--- config.mk ---
export PLATFORM = sky130hd
export DESIGN_NAME = decode_queue_stage
export DESIGN_NICKNAME = d
export VERILOG_FILES = /design/src/rtl/decode_queue_stage.sv
export SDC_FILE = /design/constraint.sdc
export NUM_CORES = 1
export LEC_CHECK = 0
export ABC_AREA = 1
export CAP_MARGIN = 20
export CORE_UTILIZATION = 49
export DETAILED_ROUTE_END_ITERATION = 7
export PLACE_DENSITY = 0.85
export REMOVE_ABC_BUFFERS = 1
export SETUP_SLACK_MARGIN = 0.5
export SYNTH_ARGS = -nofsm -noshare
export SYNTH_HDL_FRONTEND = slang
export SYNTH_SLANG_ARGS = --single-unit
--- constraint.sdc ---
create_clock -name clk -period 2.3 [get_ports clk]
set_input_delay 0.46 -clock clk [delete_from_list [all_inputs] [get_ports clk]]
set_output_delay 0.46 -clock clk [all_outputs]
set_load 0.01 [all_outputs]
--- src/rtl/decode_queue_stage.sv ---
// RV32IM decode stage: combinational decode of the incoming instruction into a control word,
// buffered in a small output FIFO with flush and a multiply-occupancy interlock on the head.
package rv32i_types;

    typedef enum logic [6:0] {
        op_lui   = 7'b0110111,
        op_auipc = 7'b0010111,
        op_jal   = 7'b1101111,
        op_jalr  = 7'b1100111,
        op_br    = 7'b1100011,
        op_load  = 7'b0000011,
        op_store = 7'b0100011,
        op_imm   = 7'b0010011,
        op_reg   = 7'b0110011,
        op_csr   = 7'b1110011
    } rv32i_opcode;

    typedef enum logic [2:0] {
        alu_add = 3'b000, alu_sll = 3'b001, alu_sra = 3'b010, alu_sub = 3'b011,
        alu_xor = 3'b100, alu_srl = 3'b101, alu_or  = 3'b110, alu_and = 3'b111
    } alu_ops;

    typedef enum logic [2:0] {
        beq = 3'b000, bne = 3'b001, blt = 3'b100, bge = 3'b101, bltu = 3'b110, bgeu = 3'b111
    } branch_funct3_t;

    typedef enum logic {mux1_rs1 = 1'b0, mux1_pc = 1'b1} alumux1_sel_t;

    typedef enum logic [2:0] {
        mux2_i_imm = 3'd0, mux2_u_imm = 3'd1, mux2_b_imm = 3'd2,
        mux2_s_imm = 3'd3, mux2_j_imm = 3'd4, mux2_rs2 = 3'd5
    } alumux2_sel_t;

    typedef enum logic {cmp_mux_rs2 = 1'b0, cmp_mux_i_imm = 1'b1} cmpmux_sel_t;

    typedef enum logic [3:0] {
        rf_alu_out = 4'd0, rf_br_en = 4'd1, rf_u_imm = 4'd2, rf_lw  = 4'd3, rf_pc_plus4 = 4'd4,
        rf_lb      = 4'd5, rf_lbu   = 4'd6, rf_lh    = 4'd7, rf_lhu = 4'd8
    } regfilemux_sel_t;

    typedef enum logic {mul_mux_alu = 1'b0, mul_mux_mul = 1'b1} mulmux_sel_t;

    typedef struct packed {
        rv32i_opcode     opcode;
        alu_ops          aluop;
        branch_funct3_t  cmpop;
        alumux1_sel_t    alumux1_sel;
        alumux2_sel_t    alumux2_sel;
        cmpmux_sel_t     cmpmux_sel;
        regfilemux_sel_t regfilemux_sel;
        logic            load_regfile;
        logic            dmem_read;
        logic            dmem_write;
        logic [3:0]      wmask;
        logic [2:0]      mulop;
        mulmux_sel_t     mulmux_sel;
    } rv32i_control_word;

endpackage

module decode_queue_stage
    import rv32i_types::*;
#(
    parameter int unsigned DEPTH       = 2,
    parameter bit          EN_M        = 1'b1,
    parameter int unsigned MUL_LATENCY = 4
) (
    input  logic              clk,
    input  logic              rst,
    input  logic              flush,
    input  logic              in_valid,
    output logic              in_ready,
    input  logic [31:0]       in_instr,
    input  logic [31:0]       in_pc,
    output logic              out_valid,
    input  logic              out_ready,
    output rv32i_control_word out_ctrl,
    output logic [31:0]       out_pc,
    output logic [4:0]        out_rs1,
    output logic [4:0]        out_rs2,
    output logic [4:0]        out_rd,
    output logic              out_illegal
);

    localparam int unsigned PTR_W = (DEPTH > 1) ? $clog2(DEPTH) : 1;
    localparam int unsigned CNT_W = $clog2(DEPTH + 1);

    typedef struct packed {
        rv32i_control_word ctrl;
        logic [31:0]       pc;
        logic [4:0]        rs1;
        logic [4:0]        rs2;
        logic [4:0]        rd;
        logic              illegal;
        logic              is_mul;
    } entry_t;

    entry_t             mem_q [DEPTH];
    entry_t             mem_d [DEPTH];
    logic [PTR_W-1:0]   rd_ptr_q, rd_ptr_d;
    logic [PTR_W-1:0]   wr_ptr_q, wr_ptr_d;
    logic [CNT_W-1:0]   count_q, count_d;
    logic [3:0]         mul_cnt_q, mul_cnt_d;
    logic [4:0]         busy_rd_q, busy_rd_d;

    rv32i_control_word  dec_ctrl;
    logic               dec_illegal;
    logic               dec_mul;
    logic [2:0]         funct3;
    logic [6:0]         funct7;
    entry_t             head;
    logic               hold, full, enq, deq;

    assign funct3 = in_instr[14:12];
    assign funct7 = in_instr[31:25];

    always_comb begin
        dec_ctrl                = '0;
        dec_ctrl.opcode         = rv32i_opcode'(in_instr[6:0]);
        dec_ctrl.aluop          = alu_ops'(funct3);
        dec_ctrl.cmpop          = branch_funct3_t'(funct3);
        dec_ctrl.alumux1_sel    = mux1_rs1;
        dec_ctrl.alumux2_sel    = mux2_i_imm;
        dec_ctrl.cmpmux_sel     = cmp_mux_rs2;
        dec_ctrl.regfilemux_sel = rf_alu_out;
        dec_ctrl.mulop          = funct3;
        dec_ctrl.mulmux_sel     = mul_mux_alu;
        dec_illegal             = 1'b0;
        dec_mul                 = 1'b0;
        case (in_instr[6:0])
            op_lui: begin
                dec_ctrl.load_regfile   = 1'b1;
                dec_ctrl.regfilemux_sel = rf_u_imm;
            end
            op_auipc: begin
                dec_ctrl.alumux1_sel  = mux1_pc;
                dec_ctrl.alumux2_sel  = mux2_u_imm;
                dec_ctrl.aluop        = alu_add;
                dec_ctrl.load_regfile = 1'b1;
            end
            op_jal: begin
                dec_ctrl.alumux1_sel    = mux1_pc;
                dec_ctrl.alumux2_sel    = mux2_j_imm;
                dec_ctrl.aluop          = alu_add;
                dec_ctrl.load_regfile   = 1'b1;
                dec_ctrl.regfilemux_sel = rf_pc_plus4;
            end
            op_jalr: begin
                dec_ctrl.aluop          = alu_add;
                dec_ctrl.load_regfile   = 1'b1;
                dec_ctrl.regfilemux_sel = rf_pc_plus4;
            end
            op_br: begin
                dec_ctrl.alumux1_sel = mux1_pc;
                dec_ctrl.alumux2_sel = mux2_b_imm;
                dec_ctrl.aluop       = alu_add;
            end
            op_load: begin
                dec_ctrl.aluop        = alu_add;
                dec_ctrl.dmem_read    = 1'b1;
                dec_ctrl.load_regfile = 1'b1;
                case (funct3)
                    3'd0:    dec_ctrl.regfilemux_sel = rf_lb;
                    3'd1:    dec_ctrl.regfilemux_sel = rf_lh;
                    3'd2:    dec_ctrl.regfilemux_sel = rf_lw;
                    3'd4:    dec_ctrl.regfilemux_sel = rf_lbu;
                    3'd5:    dec_ctrl.regfilemux_sel = rf_lhu;
                    default: dec_illegal = 1'b1;
                endcase
            end
            op_store: begin
                dec_ctrl.alumux2_sel = mux2_s_imm;
                dec_ctrl.aluop       = alu_add;
                dec_ctrl.dmem_write  = 1'b1;
                case (funct3)
                    3'd0:    dec_ctrl.wmask = 4'b0001;
                    3'd1:    dec_ctrl.wmask = 4'b0011;
                    3'd2:    dec_ctrl.wmask = 4'b1111;
                    default: dec_illegal = 1'b1;
                endcase
            end
            op_imm: begin
                dec_ctrl.load_regfile = 1'b1;
                if (funct3 == 3'd2 || funct3 == 3'd3) begin
                    dec_ctrl.cmpop          = (funct3 == 3'd2) ? blt : bltu;
                    dec_ctrl.cmpmux_sel     = cmp_mux_i_imm;
                    dec_ctrl.regfilemux_sel = rf_br_en;
                end else if (funct3 == 3'd5 && funct7[5]) begin
                    dec_ctrl.aluop = alu_sra;
                end
            end
            op_reg: begin
                dec_ctrl.alumux2_sel  = mux2_rs2;
                dec_ctrl.load_regfile = 1'b1;
                if (funct7 == 7'b0000001) begin
                    if (EN_M) begin
                        dec_ctrl.mulmux_sel = mul_mux_mul;
                        dec_mul             = 1'b1;
                    end else begin
                        dec_illegal = 1'b1;
                    end
                end else if (funct3 == 3'd0 && funct7[5]) begin
                    dec_ctrl.aluop = alu_sub;
                end else if (funct3 == 3'd2 || funct3 == 3'd3) begin
                    dec_ctrl.cmpop          = (funct3 == 3'd2) ? blt : bltu;
                    dec_ctrl.regfilemux_sel = rf_br_en;
                end else if (funct3 == 3'd5 && funct7[5]) begin
                    dec_ctrl.aluop = alu_sra;
                end
            end
            op_csr: ;
            default: dec_illegal = 1'b1;
        endcase
        if (dec_illegal) begin
            dec_ctrl.load_regfile = 1'b0;
            dec_ctrl.dmem_read    = 1'b0;
            dec_ctrl.dmem_write   = 1'b0;
            dec_ctrl.wmask        = '0;
        end
    end

    assign head = mem_q[rd_ptr_q];
    assign full = (count_q == CNT_W'(DEPTH));

    // Head waits while a multiply is busy if it needs the unit or reads the busy destination.
    assign hold = (mul_cnt_q != '0) &&
                  (head.is_mul ||
                   (head.rs1 != '0 && head.rs1 == busy_rd_q) ||
                   (head.rs2 != '0 && head.rs2 == busy_rd_q));

    assign out_valid   = (count_q != '0) && !hold;
    assign in_ready    = !flush && (!full || (out_valid && out_ready));
    assign enq         = in_valid && in_ready && (in_instr != '0);
    assign deq         = out_valid && out_ready && !flush;

    assign out_ctrl    = head.ctrl;
    assign out_pc      = head.pc;
    assign out_rs1     = head.rs1;
    assign out_rs2     = head.rs2;
    assign out_rd      = head.rd;
    assign out_illegal = head.illegal;

    always_comb begin
        mem_d     = mem_q;
        rd_ptr_d  = rd_ptr_q;
        wr_ptr_d  = wr_ptr_q;
        count_d   = count_q;
        mul_cnt_d = mul_cnt_q;
        busy_rd_d = busy_rd_q;
        if (enq) begin
            mem_d[wr_ptr_q].ctrl    = dec_ctrl;
            mem_d[wr_ptr_q].pc      = in_pc;
            mem_d[wr_ptr_q].rs1     = in_instr[19:15];
            mem_d[wr_ptr_q].rs2     = in_instr[24:20];
            mem_d[wr_ptr_q].rd      = in_instr[11:7];
            mem_d[wr_ptr_q].illegal = dec_illegal;
            mem_d[wr_ptr_q].is_mul  = dec_mul;
            wr_ptr_d                = wr_ptr_q + 1'b1;
        end
        if (deq) begin
            rd_ptr_d = rd_ptr_q + 1'b1;
        end
        if (enq && !deq) begin
            count_d = count_q + 1'b1;
        end else if (deq && !enq) begin
            count_d = count_q - 1'b1;
        end
        if (deq && head.is_mul) begin
            mul_cnt_d = 4'(MUL_LATENCY - 1);
            busy_rd_d = head.rd;
        end else if (mul_cnt_q != '0) begin
            mul_cnt_d = mul_cnt_q - 1'b1;
        end
        if (flush) begin
            rd_ptr_d  = '0;
            wr_ptr_d  = '0;
            count_d   = '0;
            mul_cnt_d = '0;
        end
    end

    always_ff @(posedge clk) begin
        if (rst) begin
            mem_q     <= '{default: '0};
            rd_ptr_q  <= '0;
            wr_ptr_q  <= '0;
            count_q   <= '0;
            mul_cnt_q <= '0;
            busy_rd_q <= '0;
        end else begin
            mem_q     <= mem_d;
            rd_ptr_q  <= rd_ptr_d;
            wr_ptr_q  <= wr_ptr_d;
            count_q   <= count_d;
            mul_cnt_q <= mul_cnt_d;
            busy_rd_q <= busy_rd_d;
        end
    end

endmodule

# Word level (Yosys, flattened, before mapping)
# Cells that the tools add are included.
word_totals:
  register_bits: 177
  latchBits: 0
  ramBits: 0
  mem_bits_ro: 0
  input_bits: 69
  n_memories: 0
classes:
  add_sub_neg: 5
  multipliers: 0
  div: 0
  magnitude_cmp: 3
  eq_ne: 19
  shift: 0
  muxes: 56
  bitwise: 2
  reduce_logical: 41
ops:
  columns: ["cell", "count"]
  rows:
  - ["164-bit bitwise mux", 7]
  - ["82-bit demux with 1-bit select", 7]
  - ["82-bit two-way mux", 4]
  - ["49-bit two-way mux", 1]
  - ["4-bit one-hot mux with 5 select lines", 2]
  - ["32-bit nonzero test", 1]
  - ["7-bit == test, second input constant", 4]
  - ["7-bit by 6-bit == test with 1-bit output, second input constant", 3]
  - ["17-bit two-way mux", 1]
  - ["1-bit logical AND", 15]
  - ["3-bit two-way mux", 5]
  - ["3-bit one-hot mux with 5 select lines", 1]
  - ["7-bit by 5-bit == test with 1-bit output, second input constant", 2]
  - ["7-bit two-way mux", 2]
  - ["1-bit two-way mux", 12]
  - ["12-bit two-way mux", 1]
  - ["2-bit two-way mux", 6]
  - ["4-bit one-hot mux with 3 select lines", 1]
  - ["5-bit == test", 2]
  - ["5-bit two-way mux", 2]
  - ["5-bit nonzero test", 2]
  - ["3-bit one-hot mux with 3 select lines", 1]
  - ["3-bit OR reduction", 3]
  - ["8-bit OR reduction", 1]
  - ["other kinds (25)", 40]

# Longest topological paths before layout
depth:
  depth_word: 20
  ltp_mapped: 20
  mapped_depth_nobuf: 19

# Least setup slack after synthesis
# OpenSTA, ideal clock, no wires.
synth_timing:
  path_kind: "input port to flip-flop"
  from: "input in_instr[6]"
  to: "register count_q[1]"
  setup_time_ns: 0.122
  arrival_time_ns: 2.233
  required_ns: 2.178
  slack_ns: -0.055
  stages: 12
  cell_sequence: "clkbuf_1 -> nor4_1 -> nand4_1 -> o21a_1 -> clkbuf_1 -> nand2_1 -> inv_1 -> ha_1 -> a21oi_1 -> o21ai_0 -> o21ai_0 -> a21oi_1"
synth_via:
  elab_chain_len: 5
synth_rtl:
  columns: ["element", "line_no", "text"]
  rows:
  - ["from (decl)", "73", "input logic [31:0] in_instr,"]
  - ["32-bit nonzero test *", "233", "assign enq = in_valid && in_ready && (in_instr != '0);"]
  - ["1-bit logical AND *", "233", null]
  - ["named net enq", "112", "logic hold, full, enq, deq;"]
  - ["1-bit logical NOT", "265", "end else if (deq && !enq) begin"]
  - ["1-bit logical AND", "265", null]
  - ["2-bit nonzero test (no line)", null, null]
  - ["to (signal assigned)", "294", "count_q <= count_d;"]
  - ["to (decl)", "102", "logic [CNT_W-1:0] count_q, count_d;"]
# The timed path passes the listed nets; every way through them passes the cells marked *.
# A chain may end at the register's enable or synchronous reset.

# Final worst setup path
layout_timing:
  from: "register rd_ptr_q"
  to: "register mem_q[71] (netlist name)"
layout_via:
  elab_chain_len: 16
layout_rtl:
  columns: ["element", "line_no", "text"]
  rows:
  - ["from (decl)", "100", "logic [PTR_W-1:0] rd_ptr_q, rd_ptr_d;"]
  - ["from (signal assigned)", "292", "rd_ptr_q <= rd_ptr_d;"]
  - ["1-bit NOT with 2-bit output (not written as such) *", "222", "assign head = mem_q[rd_ptr_q];"]
  - ["82-bit two-way mux (not written as such) * (3 in series)", "222", null]
  - ["5-bit == test or 5-bit nonzero test (tied branches)", "228", "(head.rs1 != '0 && head.rs1 == busy_rd_q) ||"]
  - ["1-bit logical AND", "228", null]
  - ["1-bit logical OR", "227", "(head.is_mul ||"]
  - ["1-bit logical OR *", "228", null]
  - ["1-bit logical AND *", "226", "assign hold = (mul_cnt_q != '0) &&"]
  - ["1-bit logical NOT *", "231", "assign out_valid = (count_q != '0) && !hold;"]
  - ["1-bit logical AND *", "231", null]
  - ["1-bit logical AND *", "232", "assign in_ready = !flush && (!full || (out_valid && out_ready));"]
  - ["1-bit logical OR *", "232", null]
  - ["1-bit logical AND *", "232", null]
  - ["1-bit logical AND * (2 in series)", "233", null]
  - ["to (signal assigned)", "291", "mem_q <= mem_d;"]
  - ["to (decl)", "98", "entry_t mem_q [DEPTH];"]
# Every way passes the cells marked *; elsewhere a longest branch is shown, timed or not. The select of a mux whose other input is x is not followed.

==> flow_summary_export.csv <==
group,metric,value,unit
power_and_ir_drop,powerDensity,617.8,nW/um^2
die,io_pins,152,
routing,num_vias,9942,
global_route,grt_pass1_wl,41940,um
logic_synthesis,synth_top_family_by_area,"simple AND/OR/NAND/NOR gates",
timing,slew_viol_final,0,
worst_setup_path,worstPathRequired,2640,ps
power_and_ir_drop,p_sw,0.002201,W
placed_design,dp_hpwl,15920,um
logic_synthesis,ys_seq_area_frac,0.3910,
run_status,violations,"setup timing",
die,core,17960,um^2
worst_setup_path,crit_top_cell,"nand2_1",
cts,clk_pin_slew_worst_paths,70,ps
power_and_ir_drop,leakage,6.675,nW
routing,wl,27690,um
timing,fin_crit_sh,1.109,
logic_synthesis,synth_cell_types,31,
power_and_ir_drop,seqPwrFrac,0.413,
cts,cts_tree,"done",
cts,cts.sinks,175,
power_and_ir_drop,vdd_drop_max,0.4961,mV
worst_setup_path,path_cells,"buf_12 > nand2_1 > nand2_2 > nand2_1 > nand2_1 > nor2_1 > nand3_1 > nand3_2 > nand2_2 > nand3_4 > nand2_4 > buf_6 > nand3_4 > buf_12 > buf_16 > nand2_1 > inv_1 > nor2_1",
timing,grt_setup_unrepaired,"yes",
timing,tns,-6516,ps
cts,clockBufferDepth,2,
logic_synthesis,synth_xor_area_frac,0.002932,
die,start_util,0.4989,
timing,layout_setup_ws,-250.6,ps
routing,drc_errors,0,
die,die_y,137.2,um
worst_setup_path,path_class,"flop to flop",
logic_synthesis,yosys.area_share.simple,0.3865,
worst_setup_path,crit_family,"simple AND/OR/NAND/NOR gates",
power_and_ir_drop,clkPwrFrac,0.380,
final_layout,nFillCells,1366,
global_route,track_usage,0.2842,
logic_synthesis,synthesis.instances,1498,
cts,clockRootBuffer,"clkbuf_16",
logic_synthesis,synth.area.mux_share,0,
worst_setup_path,crit_buf_inv,5,
power_and_ir_drop,p_sw_frac,0.2785,
global_route,first_global_vias,9089,
placed_design,gp_congestion,0.8943,
logic_synthesis,ys_seq_elements,175,
timing,finalSetupViolations,131,
global_route,overflow,0,
final_layout,final_common_cell,"nand2_1",
routing,drt-wirelength-per-cell,14.01,um
die,die_w,137.2,um
logic_synthesis,synth_largest_area_cell,"dfxtp_1",
timing,worstMarginPinSlew,381.0,ps
global_route,antenna_found_initial,0,
routing,ant_nets,0,
routing,viasPerCell,5.031,
cts,clkLatencyLatePin,440,ps
power_and_ir_drop,combPwrFrac,0.206,
timing,min_period,2551,ps
timing,fmax,392.1,MHz
worst_setup_path,slowest_delay,430,ps
global_route,grt_max_degree,44,
timing,slew_headroom,0.7433,
min_path,hold_class,"flop to flop",
timing,whs,466.3,ps
placed_design,io_buffers,151,
run_status,status,"finished with violations",
logic_synthesis,synth_fa_ha_area_frac,0.004189,
final_layout,n_antenna_cell,0,
final_layout,area_delta_synth_final,42.78,%
timing,hold_viol_final,0,
logic_synthesis,synth_area_leaders,"dfxtp_1, nand2_1, nor2_1",
worst_setup_path,start_kind,"flop",
cts,cts_buffers,17,
final_layout,drive_above_1_share,0.1460,
worst_setup_path,cpMaxStageDelayCell,"dfxtp_4",
die,rows,49,
run,drv_cap,0,
logic_synthesis,synth_warnings,0,
routing,drt_first_pass_iters,6,
logic_synthesis,syn_avg_cell_area,5.982,um^2
worst_setup_path,critPathMaxFanout,9,
logic_synthesis,synth_top_area_frac,0.3910,
logic_synthesis,synth_compound_gate_area_share,0.07205,
cts,htreeDepth,4,
die,die-area,18830,um^2
timing,skew,14.56,ps
power_and_ir_drop,internal-power,0.005703,W
worst_setup_path,cp-end-kind,"flop",
worst_setup_path,ff2ff_setup_slack,-250,ps
final_layout,nets,1806,
worst_setup_path,cp.arrival,2890,ps
routing,drt_iter0_markers,972,
logic_synthesis,synthesis.area,8961,um^2
power_and_ir_drop,p_total,0.007905,W
final_layout,final_cell_mix,"nand2_1, nor2_1, inv_1",
## power groups by stage
stage | Sequential (W) | Clock [W] | Combinational [W]
final | 0.00327 | 0.00301 | 0.00163
after global routing | 0.00328 | 0.00315 | 0.00182
after CTS | 0.00326 | 0.00301 | 0.00156
after detailed placement | 0.00333 | 0 | 0.00152
after global placement | 0.00332 | 0 | 0.00148
after floorplan | 0.00332 | 0 | 0.000848
## through the flow
step,utilization,instance area [um^2],worst slack [ps],instances
finish,0.7123,12790,-250.6,1976
global route,0.7123,12790,-329.9,1976
CTS,0.6903,12400,-81.94,1959
detailed placement,0.6341,11390,-641.0,1909
global placement,0.6341,11390,-588.1,1909
floorplan,-,8551,-4956,1416
## final timing paths
check | from | end | depth (start not counted)
max | rd_ptr_q | mem_q[71] | 18
min | mem_q[131] | mem_q[131] | 2
max reg2reg | rd_ptr_q | mem_q[71] | 18
min reg2reg | mem_q[131] | mem_q[131] | 2
## layer usage
layer | vias to the layer above | part of all wire | global-route usage
met5 | - | 0 | 0
met4 | 0 | 0.046 | 0.1422
met3 | 120 | 0.076 | 0.06843
met2 | 406 | 0.47 | 0.4781
met1 | 4463 | 0.41 | 0.3373
li1 | 4953 | - | -
## synthesized netlist by cell type, drive strengths merged
cell / number
a22oi: 1
xnor2: 2
ha: 3
xor2: 1
o21bai: 1
buf: 42
a21oi: 30
nand2: 480
nor4: 7
a211oi: 2
nor3: 10
nand3: 24
nor2: 322
o21a: 1
clkinv: 2
a21boi: 1
dfxtp: 175
o21ai: 86
a31oi: 2
inv: 231
clkbuf: 40
or2: 1
nand4: 34
## worst min-delay path, delay by kind of cell (launching register included)
kind            cells  cell delay [ps]
flops               1              320
compound gates      1               50
simple gates        1               60
## kinds of logic (layout without fill, tap and decap cells)
group,count (synthesis),count (layout)
DFF,175,175
AOI/OAI and AO/OA,124,124
and+or+nand+nor,878,880
buffers and inverters,315,562
xor gates and xnor gates,3,3
adders and majority gates,3,3
## area by class of cell
type	count	area, um^2	area share
inverter	233	882.1	0.06894
timing repair buffer	297	3105	0.2427
clock buffer	23	467.9	0.03657
tap	229	286.5	0.02239
clock inverter	9	133.9	0.01046
multi-input combinational	1010	4412	0.3448
sequential	175	3507	0.2741
## timing repair
action / 4_1_cts / 5_1_grt
endpoints found under the hold margin: 0 / 0
resized for setup: 201 / 48
gates cloned: 12 / 8
pin swaps: 1 / 14
setup endpoints to repair: 255 / 256
hold buffers: 0 / 0
setup buffers: 6 / 9
## state kept, by name, indices dropped and copies added, names as in the netlist
register,cells
busy_rd_q,5
count_q,2
mem_q,162
mul_cnt_q,4
rd_ptr_q,1
wr_ptr_q,1
No activity file was read; power rests on OpenSTA's default activity.
